==> config.mk <==
export PLATFORM = sky130hd
export DESIGN_NAME = pc_sequencer
export DESIGN_NICKNAME = d
export VERILOG_FILES = /design/src/rtl/pc_sequencer.sv
export SDC_FILE = /design/constraint.sdc
export NUM_CORES = 1
export LEC_CHECK = 0
export ABC_AREA = 1
export BUFFER_PORTS_ARGS = -buffer_cell sky130_fd_sc_hd__buf_2
export CORE_UTILIZATION = 36
export CTS_CLUSTER_DIAMETER = 100
export DETAILED_ROUTE_END_ITERATION = 8
export SYNTH_ARGS = -nofsm -noshare
export SYNTH_HDL_FRONTEND = slang
export SYNTH_SLANG_ARGS = --single-unit
==> constraint.sdc <==
create_clock -name clk_i -period 2.3 [get_ports clk_i]
set_input_delay 0.23 -clock clk_i [delete_from_list [all_inputs] [get_ports clk_i]]
set_output_delay 0.23 -clock clk_i [all_outputs]
set_load 0.01 [all_outputs]
==> src/rtl/pc_sequencer.sv <==
// Next-PC selection and front-end hazard control (boot hold, load-use, mem-wait, halt).
// Optional build macro PC_SEQUENCER_PERF_EN adds saturating stall/flush event counters.
module pc_sequencer #(
  parameter logic [31:0] RESET_PC   = 32'h0000_0000,
  parameter int unsigned PC_STEP    = 4,
  parameter int unsigned BOOT_HOLD  = 2,
  parameter int unsigned WAIT_LIMIT = 255
) (
  input  logic        clk_i,
  input  logic        rst_i,
  input  logic [31:0] pc_i,
  input  logic [4:0]  ifid_rs_i,
  input  logic [4:0]  ifid_rt_i,
  input  logic        idex_memread_i,
  input  logic [4:0]  idex_rt_i,
  input  logic        id_jump_i,
  input  logic [31:0] id_jump_target_i,
  input  logic        ex_branch_taken_i,
  input  logic [31:0] ex_branch_target_i,
  input  logic        mem_wait_i,
  input  logic        halt_i,
  input  logic        resume_i,
  output logic [31:0] pc_next_o,
  output logic        pcwrite_o,
  output logic        ifid_write_o,
  output logic        ifid_flush_o,
  output logic        idex_flush_o,
  output logic        halted_o,
  output logic        timeout_o
`ifdef PC_SEQUENCER_PERF_EN
  ,
  output logic [31:0] stall_cycles_o,
  output logic [31:0] flush_events_o
`endif
);

  localparam logic [2:0] S_BOOT  = 3'd0;
  localparam logic [2:0] S_RUN   = 3'd1;
  localparam logic [2:0] S_FLUSH = 3'd2;
  localparam logic [2:0] S_STALL = 3'd3;
  localparam logic [2:0] S_HALT  = 3'd4;

  logic [2:0]  state, state_nxt;
  logic [31:0] boot_cnt, boot_cnt_nxt;
  logic [31:0] wait_cnt, wait_cnt_nxt;
  logic        timeout_q, timeout_nxt;
  logic [31:0] pc_seq;
  logic        load_use;

  assign pc_seq   = pc_i + 32'(PC_STEP);
  assign load_use = idex_memread_i && (idex_rt_i != 5'd0) &&
                    ((idex_rt_i == ifid_rs_i) || (idex_rt_i == ifid_rt_i));

  always_comb begin
    state_nxt    = state;
    boot_cnt_nxt = boot_cnt;
    wait_cnt_nxt = wait_cnt;
    timeout_nxt  = timeout_q;
    pc_next_o    = pc_seq;
    pcwrite_o    = 1'b1;
    ifid_write_o = 1'b1;
    ifid_flush_o = 1'b0;
    idex_flush_o = 1'b0;
    halted_o     = 1'b0;

    if (rst_i) begin
      pc_next_o    = RESET_PC;
      ifid_write_o = 1'b0;
      ifid_flush_o = 1'b1;
      idex_flush_o = 1'b1;
      state_nxt    = S_BOOT;
      boot_cnt_nxt = '0;
      wait_cnt_nxt = '0;
      timeout_nxt  = 1'b0;
    end else begin
      case (state)
        S_BOOT: begin
          pc_next_o    = RESET_PC;
          ifid_write_o = 1'b0;
          ifid_flush_o = 1'b1;
          idex_flush_o = 1'b1;
          boot_cnt_nxt = boot_cnt + 32'd1;
          if (boot_cnt >= 32'(BOOT_HOLD - 1)) state_nxt = S_RUN;
        end

        S_RUN, S_FLUSH: begin
          // In FLUSH the ID stage holds a bubble, so ID-side events are masked.
          if (ex_branch_taken_i) begin
            pc_next_o    = ex_branch_target_i;
            ifid_flush_o = 1'b1;
            idex_flush_o = 1'b1;
            state_nxt    = S_FLUSH;
          end else if (mem_wait_i) begin
            pcwrite_o    = 1'b0;
            ifid_write_o = 1'b0;
            idex_flush_o = 1'b1;
            wait_cnt_nxt = 32'd1;
            if (WAIT_LIMIT <= 1) begin
              timeout_nxt = 1'b1;
              state_nxt   = S_HALT;
            end else begin
              state_nxt   = S_STALL;
            end
          end else if (state == S_RUN && load_use) begin
            pcwrite_o    = 1'b0;
            ifid_write_o = 1'b0;
            idex_flush_o = 1'b1;
            state_nxt    = S_RUN;
          end else if (state == S_RUN && id_jump_i) begin
            pc_next_o    = id_jump_target_i;
            ifid_flush_o = 1'b1;
            state_nxt    = S_FLUSH;
          end else if (state == S_RUN && halt_i) begin
            pcwrite_o    = 1'b0;
            ifid_write_o = 1'b0;
            idex_flush_o = 1'b1;
            state_nxt    = S_HALT;
          end else begin
            state_nxt    = S_RUN;
          end
        end

        S_STALL: begin
          if (ex_branch_taken_i) begin
            pc_next_o    = ex_branch_target_i;
            ifid_flush_o = 1'b1;
            idex_flush_o = 1'b1;
            state_nxt    = S_FLUSH;
          end else if (!mem_wait_i) begin
            // Memory ready this cycle: fetch proceeds immediately, no extra bubble.
            state_nxt    = S_RUN;
          end else begin
            pcwrite_o    = 1'b0;
            ifid_write_o = 1'b0;
            idex_flush_o = 1'b1;
            wait_cnt_nxt = wait_cnt + 32'd1;
            if (wait_cnt + 32'd1 >= 32'(WAIT_LIMIT)) begin
              timeout_nxt = 1'b1;
              state_nxt   = S_HALT;
            end
          end
        end

        S_HALT: begin
          halted_o     = 1'b1;
          pcwrite_o    = 1'b0;
          ifid_write_o = 1'b0;
          idex_flush_o = 1'b1;
          if (resume_i) begin
            pcwrite_o    = 1'b1;
            ifid_flush_o = 1'b1;
            state_nxt    = S_RUN;
          end
        end

        default: begin
          pc_next_o    = RESET_PC;
          ifid_write_o = 1'b0;
          ifid_flush_o = 1'b1;
          idex_flush_o = 1'b1;
          state_nxt    = S_BOOT;
          boot_cnt_nxt = '0;
        end
      endcase
    end
  end

  always_ff @(posedge clk_i) begin
    if (rst_i) begin
      state     <= S_BOOT;
      boot_cnt  <= '0;
      wait_cnt  <= '0;
      timeout_q <= 1'b0;
    end else begin
      state     <= state_nxt;
      boot_cnt  <= boot_cnt_nxt;
      wait_cnt  <= wait_cnt_nxt;
      timeout_q <= timeout_nxt;
    end
  end

  // Reset forces BOOT-like outputs, so the sticky flag is masked while rst_i is high.
  assign timeout_o = timeout_q & ~rst_i;

`ifdef PC_SEQUENCER_PERF_EN
  logic [31:0] stall_q;
  logic [31:0] flush_q;

  always_ff @(posedge clk_i) begin
    if (rst_i) begin
      stall_q <= '0;
      flush_q <= '0;
    end else begin
      if (state != S_BOOT && state != S_HALT && !pcwrite_o && stall_q != '1)
        stall_q <= stall_q + 32'd1;
      if (state != S_BOOT && ifid_flush_o && flush_q != '1)
        flush_q <= flush_q + 32'd1;
    end
  end

  assign stall_cycles_o = stall_q;
  assign flush_events_o = flush_q;
`endif

endmodule

==> summary.md <==
• **max frequency** 430 MHz
• **arrival time at the worst endpoint** 2.10 ns
• **setup slack of the critical path after layout** -0.0283 ns
• **residual overflow from global routing** 0
• **Pwr Density** 673 nW/um^2
• **number of CTS-inserted buffers** 9
• **most common cell after layout, fill and taps aside** nand2_1
• **switching power total** 2.34 mW
• **layout overhead on the synthesized area** 29.0%
• **P_leak** 3.89 nW
• **placer's final routability congestion estimate** 0.914
• **# Max-Cap Violations** 0
• **clock root cell** clkbuf_16
• **Buffers on Ports** 156
• **Top FF cell, synth** dfxtp_1
• **fill cell count** 1970
• **antenna violations before repair** 0
• **R2R cell count** 14
• **class of the worst hold path** in2reg
• **number of H-tree levels** 3
• **Die Outline Area** 18900 um^2
• **total via count in the routed design** 8080
• **violations in the final reports** setup timing
• **antenna violation net count after detailed routing** 0
• **Die Ht** 137 um
• **area of the core region** 18000 um^2
• **crit share post-route** 101%
• **Clock power frac** 26.5%
• **worst-case hold path end point** state[1]
• **via count of the first global-routing pass** 7348
• **number of hold buffers added after CTS** 0
• **sequential area share after synthesis** 20.6%
• **placement-stage cell area** 7870 um^2
• **outcome** finished with violations
• **part of the total power dissipated in sequential elements** 22.3%
• **final setup violating endpoints** 20
• **startpoint of the worst register-to-register path** wait_cnt[0]
• **max_slew headroom** 58.9%
• **clock network latency to the later pin of the worst-skew pair** 0.34 ns
• **standard-cell rows** 49
• **Horiz. Die Dim** 137 um
• **initial core utilization** 36.7%
• **clock tree from TritonCTS** done
• **net switching share of the total power** 40.8%
• **type of the setup path with the least slack** reg2out
• **total routed wirelength** 21800 um
• **post-DR wirelength/cell** 13.4 um
• **area share of the largest cell type after synthesis** 23.0%
• **combinational cell fraction of total power** 51.2%
• **Synthesized Nets** 1323
• **# nets final** 1512
• **endpoint of the worst register-to-register path** state[2]
• **Final Hold Fails** 0
• **final design instance area without fill** 8510 um^2
• **flops & latches, synth** 68
• **cell taking the most area after synthesis** nand2_1
• **top fanout value on the critical path** 5
• **Worst Max-Slew Pin Slew** 0.616 ns
• **highest-count cells in the layout ignoring fill and taps** 397 x nand2_1, 156 x buf_2, 144 x inv_1, 134 x nor2_1, 80 x a21oi_1
• **number of warning messages in the yosys log** 0
• **worst reg2reg setup slack** 0.20 ns
• **distinct cell type count after synthesis** 41
• **final HPWL from detailed placement** 16800 um
• **fin crit period** 2.33 ns
• **ordered cell list for the critical path** buf_4 -> nor2_4 -> inv_1 -> a21oi_1 -> buf_4 -> nand2_4 -> nand2_4 -> buf_6 -> nand2_1 -> nand2_1 -> nand2_1 -> a21oi_1 -> buf_2
• **number of DRC markers after the initial detailed-route iteration** 470
• **startpoint class of the critical path** register
• **cell count of the worst hold path** 7
• **source of the worst hold timing path** resume_i
• **clock-pin transition on the worst setup and hold timing paths** 0.05 ns
• **cell area after synthesis** 6600 um^2
• **number of antenna diodes** 0
• **Max IR drop VDD** 363 uV
• **count of clock tree sinks** 68
• **P_int** 3.39 mW
• **final clock skew** 0.00604 ns
• **capturing element type of the critical path** primary output
• **Detailed Routing Iterations Pass 1** 4
• **share of flip-flops with an asynchronous set or reset after synthesis** 0%
• **cell count after synthesis** 1198
• **Core Util, Final** 47.4%
• **wire length of the first global-routing pass** 34900 um
• **count of buffering cells on the critical path with inverters included** 5
• **syn_area_per_cell** 5.51 um^2
• **number of I/O pins** 157
• **number of enable-type register cells in the synthesized netlist** 0
• **max incr delay on CP** 0.36 ns
• **critical-path cell with the highest stage delay** dfxtp_4
• **critical path's most frequent cell** nand2_1
• **dominant delay contributor by cell family on the critical path** buffers and inverters
• **Total GRT Usage** 23.3%
• **buffers from clock root to sink, at most** 2
• **ratio of cells with drive above 1 in the final layout** 22.6%
• **Slew Viols, Final** 0
• **vias per std cell** 4.98
• **ranking of synthesized cells by area** nand2_1 23%, dfxtp_1 21%, inv_1 8.5%
• **unrepaired setup endpoints after global routing** true
• **critical path required time** 2.07 ns
• **largest net degree at the start of global routing** 34
• **Remaining DRCs** 0
worst min-delay path, cell delays in order:
cell     delay (ns)
buf_2          0.07
nor2_1         0.04
inv_2          0.07
nand2_1        0.07
nor2_1         0.12
nand2_1        0.06
inv_1          0.04
power by group through the flow:
stage	Sequential, mW	Clock, mW	Combinational, mW
2_1_floorplan	1.28	0	1.55
3_3_place_gp	1.28	0	2.51
3_5_place_dp	1.28	0	2.50
4_1_cts	1.27	1.56	2.94
5_1_grt	1.28	1.61	3.25
6_report	1.28	1.52	2.93
synthesized netlist by cell type, types with 2 or more instances:
library cell and number:
o21ai_0 42, nand3_2 3, xor2_1 29, nor2_4 7
clkbuf_1 20, nand2_1 405, o31ai_1 2, nand4_1 23
buf_1 3, ha_1 6, a22oi_1 7, inv_1 150
a211oi_1 2, nor2_1 142, dfxtp_1 68, o22ai_1 6
nand3_1 57, nand3b_1 13, o211ai_1 2, a21oi_1 96
o32ai_1 3, nor2_2 5, nand2_2 3, and3_1 3
xnor2_1 10, buf_2 9, or2_0 2, a31oi_1 2
nor4_1 10, or2_2 22, nor3_1 34, nand2_4 2
o311ai_0 2
routing by layer:
metal,track usage [%],up-vias,wire length [um]
li1,-,4217,-
met1,29.9,3632,10000
met2,41.4,208,10500
met3,3.13,23,997
met4,4.70,0,238
met5,0,-,0
stage by stage:
stage               power (mW)  hold slack, ns  cells  setup slack, ns  setup TNS, ns
global placement          3.79           0.446   1592            0.147              0
finish                    5.73           0.398   1621          -0.0283         -0.269
CTS                       5.77           0.390   1619          -0.0979          -2.07
floorplan                 2.83           0.411   1198            0.330              0
global route              6.14           0.431   1621           -0.203          -4.70
detailed placement        3.78           0.450   1592            0.141              0
cells by family after synthesis:
kind of cell / share of synthesized area [%]
and+or+nand+nor: 48.7
buffers and inverters: 10.6
AOI/OAI and AO/OA: 13.8
DFF: 20.6
xor gates and xnor gates: 5.18
adders and majority gates: 1.14
layout make-up:
class	count	area, um^2	share of cell area (%)
multi-input cells	947	4710	55.4
flip-flops and latches	68	1370	16.1
repair buffers	210	1240	14.6
clock buffers	13	260	3.06
well taps	229	287	3.37
clock inverters	3	68.8	0.809
inverters	151	572	6.72
sequential cells by signal (all words and copies together) (netlist names):
| signal | count |
|---|---|
| boot_cnt | 32 |
| state | 3 |
| timeout_q | 1 |
| wait_cnt | 32 |
what timing repair did:
action	in CTS	in global routing
cloned	2	1
endpoints found under the setup margin	33	40
resized for setup	25	47
hold endpoints to repair	0	0
buffers inserted	9	4
pin swaps	6	18
how the worst max path moves through the flow:
stage | from | to | slack, ns | cells after the start
2_1_floorplan | wait_cnt[1] | state[2] | 0.33 | 14
3_3_place_gp | wait_cnt[12] | state[2] | 0.15 | 11
3_5_place_dp | pc_i[6] | pc_next_o[24] | 0.14 | 12
4_1_cts | state[0] | pc_next_o[23] | -0.1 | 15
5_1_grt | state[2] | pc_next_o[26] | -0.20 | 13
6_report | state[2] | pc_next_o[18] | -0.03 | 13
Note: power is estimated with default switching activity, not from simulation.
